`src/rtl/cla_pipe_adder.sv`:
```
// cla_pipe_adder: parametrised, pipelined carry-lookahead adder/subtractor
// with valid/ready handshake on both sides.
//
// Stage k completes result slice [k*WIDTH/STAGES +: WIDTH/STAGES] using
// GROUP-wise lookahead, starting from the carry registered by stage k-1.
// Stage 0 works directly from the input operands; the last stage's registers
// drive the outputs with no logic after the flops.
//
// Optional feature: define CLA_PIPE_ADDER_FLAGS_EN to compute and register the
// overflow / zero / negative status flags. Without it they are tied to 0.
module cla_pipe_adder #(
    parameter int WIDTH  = 32,
    parameter int GROUP  = 4,
    parameter int STAGES = 2
) (
    input  logic             clk,
    input  logic             rst,
    input  logic             in_valid,
    output logic             in_ready,
    input  logic [WIDTH-1:0] a,
    input  logic [WIDTH-1:0] b,
    input  logic             cin,
    input  logic             sub,
    output logic             out_valid,
    input  logic             out_ready,
    output logic [WIDTH-1:0] sum,
    output logic             cout,
    output logic             overflow,
    output logic             zero,
    output logic             negative
);

    localparam int SW   = WIDTH / STAGES;   // bits completed per stage
    localparam int NG   = SW / GROUP;       // lookahead groups per stage
    localparam int LAST = STAGES - 1;

    // One slice of carry-lookahead addition: per-group generate/propagate,
    // group carries by lookahead from c0, bit carries inside each group.
    // Returns {carry_out, slice_sum}.
    function automatic logic [SW:0] cla_slice(input logic [SW-1:0] x,
                                              input logic [SW-1:0] y,
                                              input logic          c0);
        logic [SW-1:0] g, p, s;
        logic [NG-1:0] gg, gp;
        logic [NG:0]   gc;
        logic          t, bc;
        g = x & y;
        p = x ^ y;
        s = '0;
        for (int j = 0; j < NG; j++) begin
            gg[j] = 1'b0;
            gp[j] = 1'b1;
            for (int i = 0; i < GROUP; i++) begin
                gg[j] = g[j*GROUP+i] | (p[j*GROUP+i] & gg[j]);
                gp[j] = gp[j] & p[j*GROUP+i];
            end
        end
        gc[0] = c0;
        for (int j = 1; j <= NG; j++) begin
            t = c0;
            for (int m = 0; m < j; m++) t = t & gp[m];
            gc[j] = t;
            for (int i = 0; i < j; i++) begin
                t = gg[i];
                for (int m = i + 1; m < j; m++) t = t & gp[m];
                gc[j] = gc[j] | t;
            end
        end
        for (int j = 0; j < NG; j++) begin
            bc = gc[j];
            for (int i = 0; i < GROUP; i++) begin
                s[j*GROUP+i] = p[j*GROUP+i] ^ bc;
                bc = g[j*GROUP+i] | (p[j*GROUP+i] & bc);
            end
        end
        return {gc[NG], s};
    endfunction

    // Stage registers
    logic [STAGES-1:0] v_r;
    logic [STAGES-1:0] c_r;
    logic [WIDTH-1:0]  s_r [STAGES];
    logic [WIDTH-1:0]  a_r [STAGES];
    logic [WIDTH-1:0]  b_r [STAGES];

    // Stage inputs and next values
    logic [STAGES-1:0] load, src_v, src_c, nxt_c;
    logic [WIDTH-1:0]  src_s [STAGES];
    logic [WIDTH-1:0]  src_a [STAGES];
    logic [WIDTH-1:0]  src_b [STAGES];
    logic [WIDTH-1:0]  nxt_s [STAGES];
    logic [SW:0]       slice_res [STAGES];

    // Select each stage's source: effective operands for stage 0, the previous stage's registers otherwise
    always_comb begin
        // NOTE: every signal written here gets a value on every path, otherwise a latch is inferred.
        src_v[0] = in_valid;
        src_a[0] = a;
        src_b[0] = sub ? ~b : b;
        src_c[0] = sub | cin;
        src_s[0] = '0;
        for (int k = 1; k < STAGES; k++) begin
            src_v[k] = v_r[k-1];
            src_a[k] = a_r[k-1];
            src_b[k] = b_r[k-1];
            src_c[k] = c_r[k-1];
            src_s[k] = s_r[k-1];
        end
    end

    // Complete this stage's slice from its source carry
    always_comb begin
        for (int k = 0; k < STAGES; k++) begin
            slice_res[k] = cla_slice(src_a[k][k*SW +: SW], src_b[k][k*SW +: SW], src_c[k]);
            nxt_s[k]     = src_s[k];
            nxt_s[k][k*SW +: SW] = slice_res[k][SW-1:0];
            nxt_c[k]     = slice_res[k][SW];
        end
    end

    // Stage k loads when it or any later stage is empty, or the consumer takes the result
    always_comb begin
        for (int k = 0; k < STAGES; k++) begin
            load[k] = out_ready;
            for (int j = k; j < STAGES; j++) load[k] = load[k] | ~v_r[j];
        end
    end

    assign in_ready = load[0] & ~rst;

    // Pipeline registers: advance each stage that loads, hold otherwise
    always_ff @(posedge clk or posedge rst) begin
        if (rst) begin
            v_r <= '0;
            c_r <= '0;
            // NOTE: data registers are cleared too, so outputs read 0 after reset rather than stale values.
            for (int k = 0; k < STAGES; k++) begin
                s_r[k] <= '0;
                a_r[k] <= '0;
                b_r[k] <= '0;
            end
        end else begin
            for (int k = 0; k < STAGES; k++) begin
                if (load[k]) begin
                    // NOTE: non-blocking so every stage samples its neighbour's pre-edge value.
                    v_r[k] <= src_v[k];
                    s_r[k] <= nxt_s[k];
                    a_r[k] <= src_a[k];
                    b_r[k] <= src_b[k];
                    c_r[k] <= nxt_c[k];
                end
            end
        end
    end

    assign out_valid = v_r[LAST];
    assign sum       = s_r[LAST];
    assign cout      = c_r[LAST];

`ifdef CLA_PIPE_ADDER_FLAGS_EN
    logic ovf_r, zero_r, neg_r;
    logic a_msb, b_msb, s_msb;

    assign a_msb = src_a[LAST][WIDTH-1];
    assign b_msb = src_b[LAST][WIDTH-1];
    assign s_msb = nxt_s[LAST][WIDTH-1];

    // Status flags registered alongside the final sum
    always_ff @(posedge clk or posedge rst) begin
        if (rst) begin
            ovf_r  <= 1'b0;
            zero_r <= 1'b0;
            neg_r  <= 1'b0;
        end else if (load[LAST]) begin
            ovf_r  <= (a_msb == b_msb) && (s_msb != a_msb);
            zero_r <= (nxt_s[LAST] == '0);
            neg_r  <= s_msb;
        end
    end

    assign overflow = ovf_r;
    assign zero     = zero_r;
    assign negative = neg_r;
`else
    assign overflow = 1'b0;
    assign zero     = 1'b0;
    assign negative = 1'b0;
`endif

endmodule

```
`config.mk`:
```
export PLATFORM = sky130hd
export DESIGN_NAME = cla_pipe_adder
export DESIGN_NICKNAME = d
export VERILOG_FILES = /design/src/rtl/cla_pipe_adder.sv
export SDC_FILE = /design/constraint.sdc
export NUM_CORES = 1
export LEC_CHECK = 0
export ABC_AREA = 0
export ABC_CLOCK_PERIOD_IN_PS = 2640
export BUFFER_PORTS_ARGS = -buffer_cell sky130_fd_sc_hd__buf_2
export CAP_MARGIN = 10
export CORE_MARGIN = 2
export CORE_UTILIZATION = 35
export CTS_CLUSTER_DIAMETER = 120
export DETAILED_ROUTE_END_ITERATION = 8
export GPL_TIMING_DRIVEN = 0
export PLACE_DENSITY = 0.69
export SYNTH_ARGS = -nofsm -noshare
export SYNTH_HDL_FRONTEND = slang
export SYNTH_SLANG_ARGS = --single-unit
export TNS_END_PERCENT = 1
```
`constraint.sdc`:
```
create_clock -name clk -period 2.64 [get_ports clk]
set_clock_uncertainty 0.2 [all_clocks]
set_input_delay 0.132 -clock clk [delete_from_list [all_inputs] [get_ports clk]]
set_output_delay 0.132 -clock clk [all_outputs]
set_load 0.05 [all_outputs]
```
==> impl_metrics.sql <==
INSERT INTO impl_metrics (metric_group, metric, value, unit) VALUES
('outcome', 'run_status', 'complete, but fails checks', ''),
('outcome', 'failed_checks', 'setup timing', ''),
('synth', 'synth_simple_gate_area_share', '13.1', '%'),
('worst_hold_path', 'hold_path_class', 'in -> reg', ''),
('placement', 'dpl.hpwl', '8.98', 'mm'),
('floorplan', 'initial_utilization', '35.9', '%'),
('worst_setup_path', 'worst_path_max_delay_cell', 'sky130_fd_sc_hd__fa_2', ''),
('route', 'first_iter_violations', '166', ''),
('final_layout', 'final_nets', '756', ''),
('synth', 'post_synth_mux_area_share', '3.56', '%'),
('final_layout', 'n_antenna_cell', '0', ''),
('worst_hold_path', 'worstHoldEndpoint', 'v_r[1]', ''),
('timing', 'post-route-worst-setup-slack', '-0.332', 'ns'),
('power_and_ir_drop', 'power-per-cell-area', '790', 'nW/um^2'),
('synth', 'synth-seq-cells', '84', ''),
('grt', 'pin_count_of_the_biggest_net_entering_global_routing', '67', ''),
('timing', 'fmax', '336', 'MHz'),
('synth', 'synth-compound-area-share', '8.03', '%'),
('synth', 'synth_largest_type_area_fraction', '44.3', '%'),
('timing', 'setup_viol', '12', ''),
('floorplan', 'design.die.area', '14500', 'um^2'),
('worst_setup_path', 'reg2reg_end', 'sum[30]', ''),
('cts', 'clock_tree_from_tritoncts', 'built', ''),
('cts', 'clock_latency_late_sink', '0.35', 'ns'),
('grt', 'global_route_wire_length_before_repair', '19.7', 'mm'),
('floorplan', 'die_h', '120', 'um'),
('floorplan', 'placeableCoreArea', '13200', 'um^2'),
('cts', 'cts_made_buffers', '9', ''),
('timing', 'timing_worst_slew_pin_value', '0.548', 'ns'),
('cts', 'ctsRootBufferMaster', 'sky130_fd_sc_hd__clkbuf_16', ''),
('synth', 'synth_seq_area_share', '44.3', '%'),
('worst_setup_path', 'reg2reg_from', 'b_r[50]', ''),
('placement', 'routabilityCongestion', '0.898', ''),
('synth', 'syn-mean-instance-area', '10.1', 'um^2'),
('power_and_ir_drop', 'power.leakage', '3.09', 'nW'),
('timing', 'period_share', '113', '%'),
('synth', 'netlist_instances', '472', ''),
('grt', 'vias_in_the_first_global_route', '4022', ''),
('grt', 'grtUsageTotal', '17.7', '%'),
('worst_setup_path', 'cp_data_required_time', '2.72', 'ns'),
('timing', 'finalCriticalPeriod', '2.97', 'ns'),
('run', 'maxCapViolCount', '0', ''),
('cts', 'cts.path.max_buffers', '2', ''),
('final_layout', 'area.growth.synth_to_final', '34.5', '%'),
('route', 'remaining_antenna_violation_count_after_routing', '0', ''),
('synth', 'post_synth_fa_ha_maj_area_fraction', '18.5', '%'),
('route', 'post_drt_via_cell_ratio', '4.69', ''),
('timing', 'timing_max_transition_violations_final', '0', ''),
('synth', 'ys_warn_count', '0', ''),
('worst_setup_path', 'critical_path_peak_fanout', '2', ''),
('synth', 'synth_cell_types', '38', ''),
('worst_setup_path', 'path_common_cell', 'sky130_fd_sc_hd__fa_2', ''),
('route', 'detailedRoute.firstPassIterationCount', '4', ''),
('route', 'number_of_remaining_drc_errors', '0', ''),
('worst_setup_path', 'critical-path-top-delay-family', 'adder cells', ''),
('synth', 'main_combinational_cell_family_by_area_after_synthesis', 'adder cells', ''),
('placement', 'place_area', '5590', 'um^2'),
('worst_setup_path', 'critical_path.max_stage_delay', '0.52', 'ns'),
('worst_setup_path', 'cells_traversed_along_the_worst_timing_path', 'ha_4 > a21oi_2 > nor2b_2 > o31ai_4 > nand3b_1 > fa_2 > fa_2 > fa_2 > nand2_1 > nand2_1', ''),
('worst_setup_path', 'worstRegToRegCells', '10', ''),
('timing', 'rsz0062_at_grt', 'yes', ''),
('worst_setup_path', 'cp_buf_inv_count', '0', ''),
('placement', 'io_buffer_count', '103', ''),
('synth', 'synth_area', '4750', 'um^2'),
('worst_hold_path', 'min_delay_path_depth', '3', ''),
('synth', 'synthXorXnorAreaFrac', '7.38', '%'),
('timing', 'slew_headroom', '63.5', '%'),
('floorplan', 'number_of_top_level_pins', '108', ''),
('worst_setup_path', 'critPathArrivalTime', '3.06', 'ns'),
('worst_setup_path', 'cp-start-kind', 'register', ''),
('final_layout', 'drive_above_1_share', '30.6', '%');
[area by class of cell]
type                    count  area, um^2
clock buffers              13         260
repair buffers            145         941
flip-flops and latches     84        2100
clock inverters             3        21.3
multi-input cells         335        2570
fillers                  1250        6850
inverters                  32         123
plain buffers              23         149
well taps                 176         220
[synth_stat cells (all sizes together)]
| cell | instances |
|---|---|
| conb | 1 |
| and4 | 1 |
| o221a | 1 |
| a221o | 1 |
| nand2 | 99 |
| mux2 | 15 |
| o2111ai | 1 |
| nand3b | 1 |
| ha | 32 |
| clkbuf | 6 |
| nor2b | 2 |
| o31ai | 1 |
| nor2 | 39 |
| o21ai | 10 |
| nand4 | 2 |
| a21o | 2 |
| inv | 32 |
| o41ai | 1 |
| buf | 17 |
| dfrtp | 84 |
| nand3 | 3 |
| xor2 | 21 |
| a21oi | 47 |
| or3 | 1 |
| nor3 | 2 |
| o21a | 1 |
| and2 | 1 |
| xnor2 | 19 |
| fa | 24 |
| nand2b | 3 |
| a211o | 1 |
| o211ai | 1 |
[what timing repair did]
| action | CTS | global route |
|---|---|---|
| endpoints found under the hold margin | 117 | 0 |
| endpoints found under the setup margin | 14 | 13 |
| buffers inserted | 1 | 4 |
| hold buffers | 36 | 0 |
| pin swaps | 5 | 7 |
| gates resized for setup | 12 | 10 |
[how the worst max path moves through the flow]
stage / from / to / slack (ns) / cells past startpoint
floorplan: b_r[50] / sum[30] / -0.20 / 10
global placement: rst / sum[5] / -0.77 / 2
detailed placement: a_r[48] / sum[27] / -0.52 / 10
CTS: a_r[48] / sum[31] / -0.40 / 10
global route: a_r[49] / sum[31] / -0.46 / 10
finish: b_r[50] / sum[30] / -0.33 / 10
[registers in the layout, indices dropped and copies added, names as in the netlist]
name and cells:
c_r 2, a_r 16, sum 32, nxt_s 16
b_r 16, v_r 2
[tightest hold or removal path, delay by kind of cell]
kind,cells,cell delay [ns]
buffers and inverters,1,0.08
and+or+nand+nor,2,0.29
[per-layer routing]
layer  vias to the layer above  global-route usage (%)  routed length (um)
li1                       1838                       -                   -
met1                      1846                    21.9                5300
met2                        91                    29.5                6000
met3                        25                    3.73                 517
met4                         0                    8.50                 361
met5                         -                       0                   0
[cells by family (layout without fill, tap and decap cells)]
group	after synthesis	count (layout)
AND/OR/NAND/NOR	154	154
XOR/XNOR	40	40
adder cells (fa/ha/maj)	56	56
multiplexers	15	15
flip-flops	84	84
other	1	3
buffers and inverters	55	216
AO/OA/AOI/OAI	67	67
[power by group]
part / internal [mW] / switching, mW / leakage (nW)
sequential: 1.61 / 0.215 / 0.979
clock: 0.689 / 0.512 / 0.136
combinational: 0.672 / 1.35 / 1.97
total: 2.97 / 2.08 / 3.09
[cells in the final DEF (no fill, tap or decap), types with 4 or more instances in the layout]
cell and instances:
sky130_fd_sc_hd__dlygate4sd3_1 36, sky130_fd_sc_hd__nand2_1 98, sky130_fd_sc_hd__dfrtp_1 84, sky130_fd_sc_hd__ha_1 28
sky130_fd_sc_hd__a21oi_2 4, sky130_fd_sc_hd__fa_2 16, sky130_fd_sc_hd__xor2_1 19, sky130_fd_sc_hd__buf_4 10
sky130_fd_sc_hd__clkbuf_16 9, sky130_fd_sc_hd__nor2_1 37, sky130_fd_sc_hd__ha_4 4, sky130_fd_sc_hd__xnor2_1 18
sky130_fd_sc_hd__a21oi_1 43, sky130_fd_sc_hd__fa_1 8, sky130_fd_sc_hd__o21ai_0 7, sky130_fd_sc_hd__buf_2 111
sky130_fd_sc_hd__inv_1 31, sky130_fd_sc_hd__clkbuf_1 8, sky130_fd_sc_hd__mux2_2 15
[through the flow]
stage	hold slack (ns)	power [mW]	instances	setup TNS, ns	util, %
floorplan	0.0404	3.22	474	-2.08	-
global placement	0.140	3.68	753	-68.98	42.0
detailed placement	-0.0862	3.76	754	-5.81	42.2
CTS	0.0250	5.03	807	-2.18	47.4
global route	0.0574	5.36	811	-3.65	48.2
finish	0.00557	5.05	811	-1.85	48.2
Power figures use the tool's default switching activity.
